<file path="config.mk">
export PLATFORM = sky130hd
export DESIGN_NAME = iqmap_rd_arb
export DESIGN_NICKNAME = d
export VERILOG_FILES = /design/src/rtl/iqmap_rd_arb.sv
export SDC_FILE = /design/constraint.sdc
export NUM_CORES = 1
export LEC_CHECK = 0
export ABC_AREA = 0
export CAP_MARGIN = 25
export CELL_PAD_IN_SITES_DETAIL_PLACEMENT = 2
export CELL_PAD_IN_SITES_GLOBAL_PLACEMENT = 2
export CORE_AREA = 5 5 163 165
export CTS_CLUSTER_DIAMETER = 100
export CTS_CLUSTER_SIZE = 30
export DETAILED_ROUTE_END_ITERATION = 10
export DIE_AREA = 0 0 168 170
export DONT_BUFFER_PORTS = 1
export PLACE_DENSITY = 0.73
export REMOVE_ABC_BUFFERS = 1
export SLEW_MARGIN = 20
export SYNTH_ARGS = -nofsm -noshare
export SYNTH_HDL_FRONTEND = slang
export SYNTH_SLANG_ARGS = --single-unit
</file>
<file path="constraint.sdc">
create_clock -name CLK -period 1.92 [get_ports CLK]
set_clock_uncertainty 0.05 [all_clocks]
set_input_delay 0.192 -clock CLK [delete_from_list [all_inputs] [get_ports CLK]]
set_output_delay 0.192 -clock CLK [all_outputs]
set_load 0.01 [all_outputs]
</file>
<file path="src/rtl/iqmap_rd_arb.sv">
// Two-source FWFT word arbiter feeding the BPSK IQ mapper reader port; grant 1 cycle, word 1 cycle after map_reader_en.
// Sources are popped combinationally only on map_reader_en; enable low ends the stream at the next request.
module iqmap_rd_arb #(
  parameter int W     = 128,
  parameter int BURST = 4
) (
  input  logic         CLK,
  input  logic         RST,
  input  logic         enable,
  input  logic         prio,
  input  logic         ch0_valid,
  input  logic         ch1_valid,
  input  logic [W-1:0] ch0_data,
  input  logic [W-1:0] ch1_data,
  output logic         ch0_ready,
  output logic         ch1_ready,
  output logic         map_ce,
  output logic         map_valid,
  input  logic         map_reader_en,
  output logic [W-1:0] map_reader_data,
  output logic         map_src,
  output logic         busy,
  output logic [15:0]  cnt0,
  output logic [15:0]  cnt1
);

  typedef enum logic [1:0] {
    IDLE   = 2'd0,
    GRANT0 = 2'd1,
    GRANT1 = 2'd2
  } state_t;

  localparam int            GW       = $clog2(BURST + 1);
  localparam logic [GW-1:0] BURST_G  = GW'(BURST);
  localparam logic [GW-1:0] GCNT_ONE = GW'(1);

  state_t        state_q, state_d;
  logic [GW-1:0] gcnt_q, gcnt_d;
  logic          last_q, last_d;
  logic          map_valid_q, map_valid_d;
  logic          map_ce_q, map_ce_d;
  logic [W-1:0]  rd_dat_q, rd_dat_d;
  logic          src_q, src_d;
  logic [15:0]   cnt0_q, cnt0_d;
  logic [15:0]   cnt1_q, cnt1_d;

  logic arb_vld;
  logic arb_ch;
  logic held_ch;
  logic held_vld;
  logic serve_vld;
  logic serve_ch;

  // Round-robin favours the channel not granted last; fixed priority always favours ch0.
  always_comb begin
    arb_vld = 1'b0;
    arb_ch  = 1'b0;
    if (prio) begin
      if (ch0_valid) begin
        arb_vld = 1'b1;
        arb_ch  = 1'b0;
      end else if (ch1_valid) begin
        arb_vld = 1'b1;
        arb_ch  = 1'b1;
      end
    end else if (last_q ? ch0_valid : ch1_valid) begin
      arb_vld = 1'b1;
      arb_ch  = ~last_q;
    end else if (last_q ? ch1_valid : ch0_valid) begin
      arb_vld = 1'b1;
      arb_ch  = last_q;
    end
  end

  assign held_ch  = (state_q == GRANT1);
  assign held_vld = held_ch ? ch1_valid : ch0_valid;

  always_comb begin
    state_d     = state_q;
    gcnt_d      = gcnt_q;
    last_d      = last_q;
    map_valid_d = map_valid_q;
    serve_vld   = 1'b0;
    serve_ch    = 1'b0;
    case (state_q)
      IDLE: begin
        if (enable && arb_vld) begin
          state_d     = arb_ch ? GRANT1 : GRANT0;
          gcnt_d      = '0;
          last_d      = arb_ch;
          map_valid_d = 1'b1;
        end
      end
      GRANT0, GRANT1: begin
        if (map_reader_en) begin
          if (enable && held_vld && (gcnt_q < BURST_G)) begin
            serve_vld = 1'b1;
            serve_ch  = held_ch;
            gcnt_d    = gcnt_q + GCNT_ONE;
          end else if (enable && arb_vld) begin
            // Re-arbitration serves the winner in this same request, so no bubble.
            serve_vld = 1'b1;
            serve_ch  = arb_ch;
            state_d   = arb_ch ? GRANT1 : GRANT0;
            gcnt_d    = GCNT_ONE;
            last_d    = arb_ch;
          end else begin
            state_d     = IDLE;
            map_valid_d = 1'b0;
          end
        end
      end
      default: begin
        state_d     = IDLE;
        map_valid_d = 1'b0;
      end
    endcase
  end

  always_comb begin
    rd_dat_d = rd_dat_q;
    src_d    = src_q;
    cnt0_d   = cnt0_q;
    cnt1_d   = cnt1_q;
    map_ce_d = enable;
    if (serve_vld) begin
      src_d = serve_ch;
      if (serve_ch) begin
        rd_dat_d = ch1_data;
        cnt1_d   = cnt1_q + 16'd1;
      end else begin
        rd_dat_d = ch0_data;
        cnt0_d   = cnt0_q + 16'd1;
      end
    end
  end

  always_ff @(posedge CLK or negedge RST) begin
    if (!RST) begin
      state_q     <= IDLE;
      gcnt_q      <= '0;
      last_q      <= 1'b1;
      map_valid_q <= 1'b0;
      map_ce_q    <= 1'b0;
      rd_dat_q    <= '0;
      src_q       <= 1'b0;
      cnt0_q      <= 16'd0;
      cnt1_q      <= 16'd0;
    end else begin
      state_q     <= state_d;
      gcnt_q      <= gcnt_d;
      last_q      <= last_d;
      map_valid_q <= map_valid_d;
      map_ce_q    <= map_ce_d;
      rd_dat_q    <= rd_dat_d;
      src_q       <= src_d;
      cnt0_q      <= cnt0_d;
      cnt1_q      <= cnt1_d;
    end
  end

  assign ch0_ready       = serve_vld && !serve_ch;
  assign ch1_ready       = serve_vld && serve_ch;
  assign map_ce          = map_ce_q;
  assign map_valid       = map_valid_q;
  assign map_reader_data = rd_dat_q;
  assign map_src         = src_q;
  assign busy            = (state_q == GRANT0) || (state_q == GRANT1);
  assign cnt0            = cnt0_q;
  assign cnt1            = cnt1_q;

endmodule

</file>
==> results of run 1 <==
## cell usage after synthesis, types with 6 or more instances
master | count | area, um^2
a21oi_1 | 6 | 30.03
nand3_1 | 13 | 65.06
xnor2_1 | 14 | 122.6
clkbuf_1 | 45 | 168.9
xor2_1 | 16 | 140.1
and3_1 | 136 | 850.8
buf_2 | 17 | 85.08
a221o_1 | 128 | 1281
nand2_1 | 12 | 45.04
dfrtp_1 | 168 | 4204
nand4_1 | 13 | 81.33
o21ai_0 | 6 | 30.03
nor4_1 | 8 | 50.05
ha_1 | 6 | 75.07
## logic make-up after synthesis
group	Yosys count	share of synthesized area, %
and+or+nand+nor	210	16.71
DFF	169	55.62
AOI/OAI and AO/OA	149	18.77
buffers and inverters	67	3.586
xor gates and xnor gates	30	3.454
muxes	6	0.8718
adders and majority gates	6	0.9870
## per-stage QoR
stage	setup TNS (ns)	hold slack [ns]	cell area (um^2)	util, %	setup slack [ns]
after detailed placement	-34.17	-0.1481	8125	32.64	-0.3591
after global placement	-15.05	-0.1492	8125	32.64	-0.1877
after floorplan	-1079.48	-0.1536	7352	-	-7.356
==> impl_metrics.env, run 1 <==
export IMPL_outcome="did not finish"
export IMPL_stop_stage="4_1_cts"
export IMPL_first_error="[ERROR RSZ-0060] Max buffer count reached."
export IMPL_start_util_pct=30.56
export IMPL_ctsHoldBuffers=199
export IMPL_port_buffers=0
export IMPL_io_pins=429
export IMPL_cts_max_level=4
export IMPL_cts_resized_gates=56
export IMPL_yosysWarnings=0
export IMPL_synth_seq_cells=169
export IMPL_synth_edf_count=0
export IMPL_syn_area_um2=7606
export IMPL_cts_buffer_depth=2
export IMPL_post_cts_repair_setup_buffers=18
export IMPL_hpwl_mm=20.76
export IMPL_die_h_um=170
export IMPL_postSynthAreaPerCell_um2=11.94
export IMPL_place_congestion=0.7835
export IMPL_ys_types=37
export IMPL_yosysSeqAreaShare_pct=55.62
export IMPL_die_width_um=168
export IMPL_cts_inserted_buffers=17
export IMPL_placed_cells=937
export IMPL_syn_inst=637
export IMPL_num_rows=58
export IMPL_clock_sinks=169
export IMPL_synthArstFlopShare_pct=100.0
export IMPL_root_buffer="clkbuf_16"
export IMPL_synth_ff_type="dfrtp_1"
==> inputs of run 2 (changes only) <==
CELL_PAD_IN_SITES_DETAIL_PLACEMENT = not set   (was 2)
CELL_PAD_IN_SITES_GLOBAL_PLACEMENT = not set   (was 2)
CORE_AREA = 5 5 162 164   (was 5 5 163 165)
CTS_CLUSTER_DIAMETER = not set   (was 100)
CTS_CLUSTER_SIZE = not set   (was 30)
DIE_AREA = 0 0 167 169   (was 0 0 168 170)
PLACE_DENSITY = not set   (was 0.73)
PLACE_DENSITY_LB_ADDON = 0.15   (was not set)
clock period = 2.5 ns   (was 1.92 ns; I/O delays follow)
==> run 2 against run 1 <==
Compared with the run above: the flow now finishes, with violations (hold timing); area after synthesis stayed put; synthesized cell count stayed put.
==> impl_metrics.env, run 2 <==
export IMPL_root_buffer="clkbuf_16"
export IMPL_drt_total_wl_mm=26.94
export IMPL_synth_top_cell_area_share_pct=55.27
export IMPL_p_clk_share_pct=25.6
export IMPL_hold_ws_ns=-0.5259
export IMPL_fin_crit_sh_pct=98.21
export IMPL_violations="hold timing"
export IMPL_yosysWarnings=0
export IMPL_antenna_found_initial=4
export IMPL_switching_share_pct=35.52
export IMPL_setup_violations=0
export IMPL_insertion_delay_ns=0.42
export IMPL_reg2reg_from="state_q[1]"
export IMPL_max_stage_delay_ns=0.40
export IMPL_place_congestion=0.7957
export IMPL_yosysSeqAreaShare_pct=55.62
export IMPL_path_cells="inv_1 > ha_2 > mux2i_2 > o2111ai_4 > buf_12 > and2_0 > buf_4"
export IMPL_drive_above_1_share_pct=8.673
export IMPL_num_rows=58
export IMPL_stdcell_count=1116
export IMPL_hpwl_mm=16.50
export IMPL_critPathRequiredTime_ns=2.20
export IMPL_worst_slew_pin_slew_ns=0.7958
export IMPL_grt_pass1_wl_mm=40.28
export IMPL_die_h_um=169
export IMPL_cts_buffer_depth=2
export IMPL_ctsHoldBuffers=153
export IMPL_drt_pass1_iterations=4
export IMPL_switching_power_mw=3.805
export IMPL_critPathKind="register to output pin"
export IMPL_worstPathArrival_ns=2.16
export IMPL_finalMaxSlewViolations=0
export IMPL_seqPwrFrac_pct=50.5
export IMPL_vias=6422
export IMPL_final_net_count=1040
export IMPL_hp_class="input pin to async pin"
export IMPL_final_common_cell="dfrtp_1"
export IMPL_gr_total_overflow=0
export IMPL_die_width_um=167
export IMPL_slowest_stage="dfrtp_1"
export IMPL_final_cell_mix="dfrtp_1, dlygate4sd3_1, and3_1"
export IMPL_route_detailed_drc=0
export IMPL_fmax_ghz=0.4073
export IMPL_start_util_pct=30.74
export IMPL_dp_slack_ns=0.2047
export IMPL_powerDensity_nw_per_um2=1039
export IMPL_port_buffers=0
export IMPL_syn_inst=637
export IMPL_grt_total_usage_pct=17.80
export IMPL_reg2reg_depth=8
export IMPL_combPwrFrac_pct=23.9
export IMPL_syn2layout_area_growth_pct=35.60
export IMPL_hold_viol=169
export IMPL_worst_slew_margin_rel_pct=46.95
export IMPL_synthArstFlopShare_pct=100.0
export IMPL_ys_types=37
export IMPL_wl_per_cell_um=24.14
export IMPL_place_area_um2=7955
export IMPL_rsz0062_at_grt="yes"
export IMPL_grt_pass1_vias=6833
export IMPL_ir_drop_mv=0.4385
export IMPL_clock_sinks=169
export IMPL_core_area_um2=24750
export IMPL_period_needed_ns=2.455
export IMPL_drt_iter0_drc=343
export IMPL_drv_cap=0
export IMPL_ant_nets=0
export IMPL_die_area_um2=28220
export IMPL_synth_top_cells_by_area="dfrtp_1, a221o_1, and3_1"
export IMPL_io_pins=429
export IMPL_vias_per_cell=5.754
export IMPL_synth_ff_type="dfrtp_1"
export IMPL_synth_area_leader_cell="dfrtp_1"
export IMPL_leakagePower_nw=4.861
export IMPL_cts_max_level=4
export IMPL_grt_max_degree=170
export IMPL_postSynthAreaPerCell_um2=11.94
export IMPL_fin_ws_ns=0.04476
export IMPL_cts_inserted_buffers=17
export IMPL_cp_max_fo=20
export IMPL_outcome="finished, violations left"
export IMPL_setup_worst_path_start_class="register"
export IMPL_critPathCaptureType="output pin"
export IMPL_yosysMostFrequentCell="dfrtp_1"
export IMPL_largest_reg_flops=128
export IMPL_synth_seq_cells=169
export IMPL_syn_area_um2=7606
export IMPL_intPower_mw=6.907
export IMPL_r2r_slack_ns=0.16
export IMPL_synth_edf_count=0
export IMPL_cts_tree="done"
export IMPL_stdcell_area_um2=10310
export IMPL_placed_cells=916
export IMPL_timing_rr_end="map_reader_data[110]"
export IMPL_clk_pin_slew_worst_paths_ns=0.07
export IMPL_synth_common_cells="dfrtp_1, and3_1, a221o_1"
-- run 2: power groups by stage --
stage	Sequential [mW]	Clock, mW	Combinational, mW
6_report	5.40	2.74	2.56
2_1_floorplan	5.02	0	1.82
3_3_place_gp	5.46	0	2.10
5_1_grt	5.53	2.96	2.81
4_1_cts	5.40	2.86	2.51
3_5_place_dp	5.42	0	2.22
-- run 2: worst max path at each step --
| stage | start | to | slack (ns) |
|---|---|---|---|
| after global routing | state_q[0] | ch0_ready | -0.09 |
| final | state_q[0] | ch0_ready | 0.04 |
| after global placement | state_q[0] | map_reader_data[75] | 0.30 |
| after floorplan | ch0_valid | cnt0[1] | -6.83 |
| after detailed placement | state_q[0] | map_reader_data[57] | 0.20 |
| after CTS | state_q[0] | ch0_ready | -0.05 |
-- run 2: cell type report --
class / count / area (um^2)
Tap cell: 330 / 412.9
Sequential cell: 169 / 4230
Clock inverter: 14 / 171.4
Antenna cell: 2 / 5.005
Clock buffer: 18 / 429.2
Timing Repair Buffer: 177 / 1892
Fill cell: 2274 / 14430
Multi-Input combinational cell: 401 / 3154
Inverter: 5 / 18.77
-- run 2: logic make-up (layout without fill, tap and decap cells) --
kind of cell | count (synthesis) | in the layout | synth area share, %
compound gates | 149 | 149 | 18.77
xor+xnor | 30 | 30 | 3.454
fa+ha+maj | 6 | 6 | 0.9870
buf+inv | 67 | 214 | 3.586
flops | 169 | 169 | 55.62
mux | 6 | 6 | 0.8718
other cells | 0 | 2 | 0
simple gates | 210 | 210 | 16.71
-- run 2: worst max-delay path: cells and delay by family (launching register included) --
family / cells / cell delay (ns)
and+or+nand+nor: 1 / 0.18
AOI/OAI and AO/OA: 1 / 0.19
muxes: 1 / 0.30
buffers and inverters: 3 / 0.46
adders and majority gates: 1 / 0.19
DFF: 1 / 0.40
-- run 2: routing by layer --
| layer | wire length [um] | share of wire [%] | track usage (%) | up-vias |
|---|---|---|---|---|
| met3 | 2576 | 9.6 | 7.263 | 41 |
| met1 | 10170 | 38 | 20.53 | 3216 |
| li1 | - | - | - | 2787 |
| met2 | 13660 | 51 | 30.49 | 374 |
| met4 | 495 | 1.8 | 5.336 | 4 |
| met5 | 24 | 0.089 | 0 | - |
-- run 2: what timing repair did --
| action | 4_1_cts | 5_1_grt |
|---|---|---|
| pin swaps | 1 | 1 |
| endpoints found under the hold margin | 299 | 169 |
| buffers inserted | 4 | 5 |
| gates resized for setup | 1 | 3 |
| endpoints found under the setup margin | 2 | 73 |
| gates cloned | 3 | 2 |
-- run 2: metrics by stage --
step / util [%] / power (mW) / TNS (ns)
detailed placement: 32.15 / 7.645 / 0
global route: 41.67 / 11.29 / -0.08943
global placement: 32.15 / 7.564 / 0
CTS: 41.29 / 10.78 / -0.05112
finish: 41.68 / 10.71 / 0
floorplan: - / 6.838 / -1001.06
Note: power is estimated with default switching activity, not from simulation.
==> inputs of run 3 (changes only) <==
CTS_CLUSTER_DIAMETER = 200   (was not set)
==> results of run 3 <==
The final DEF is identical to that of run 2; final timing and power are the same.
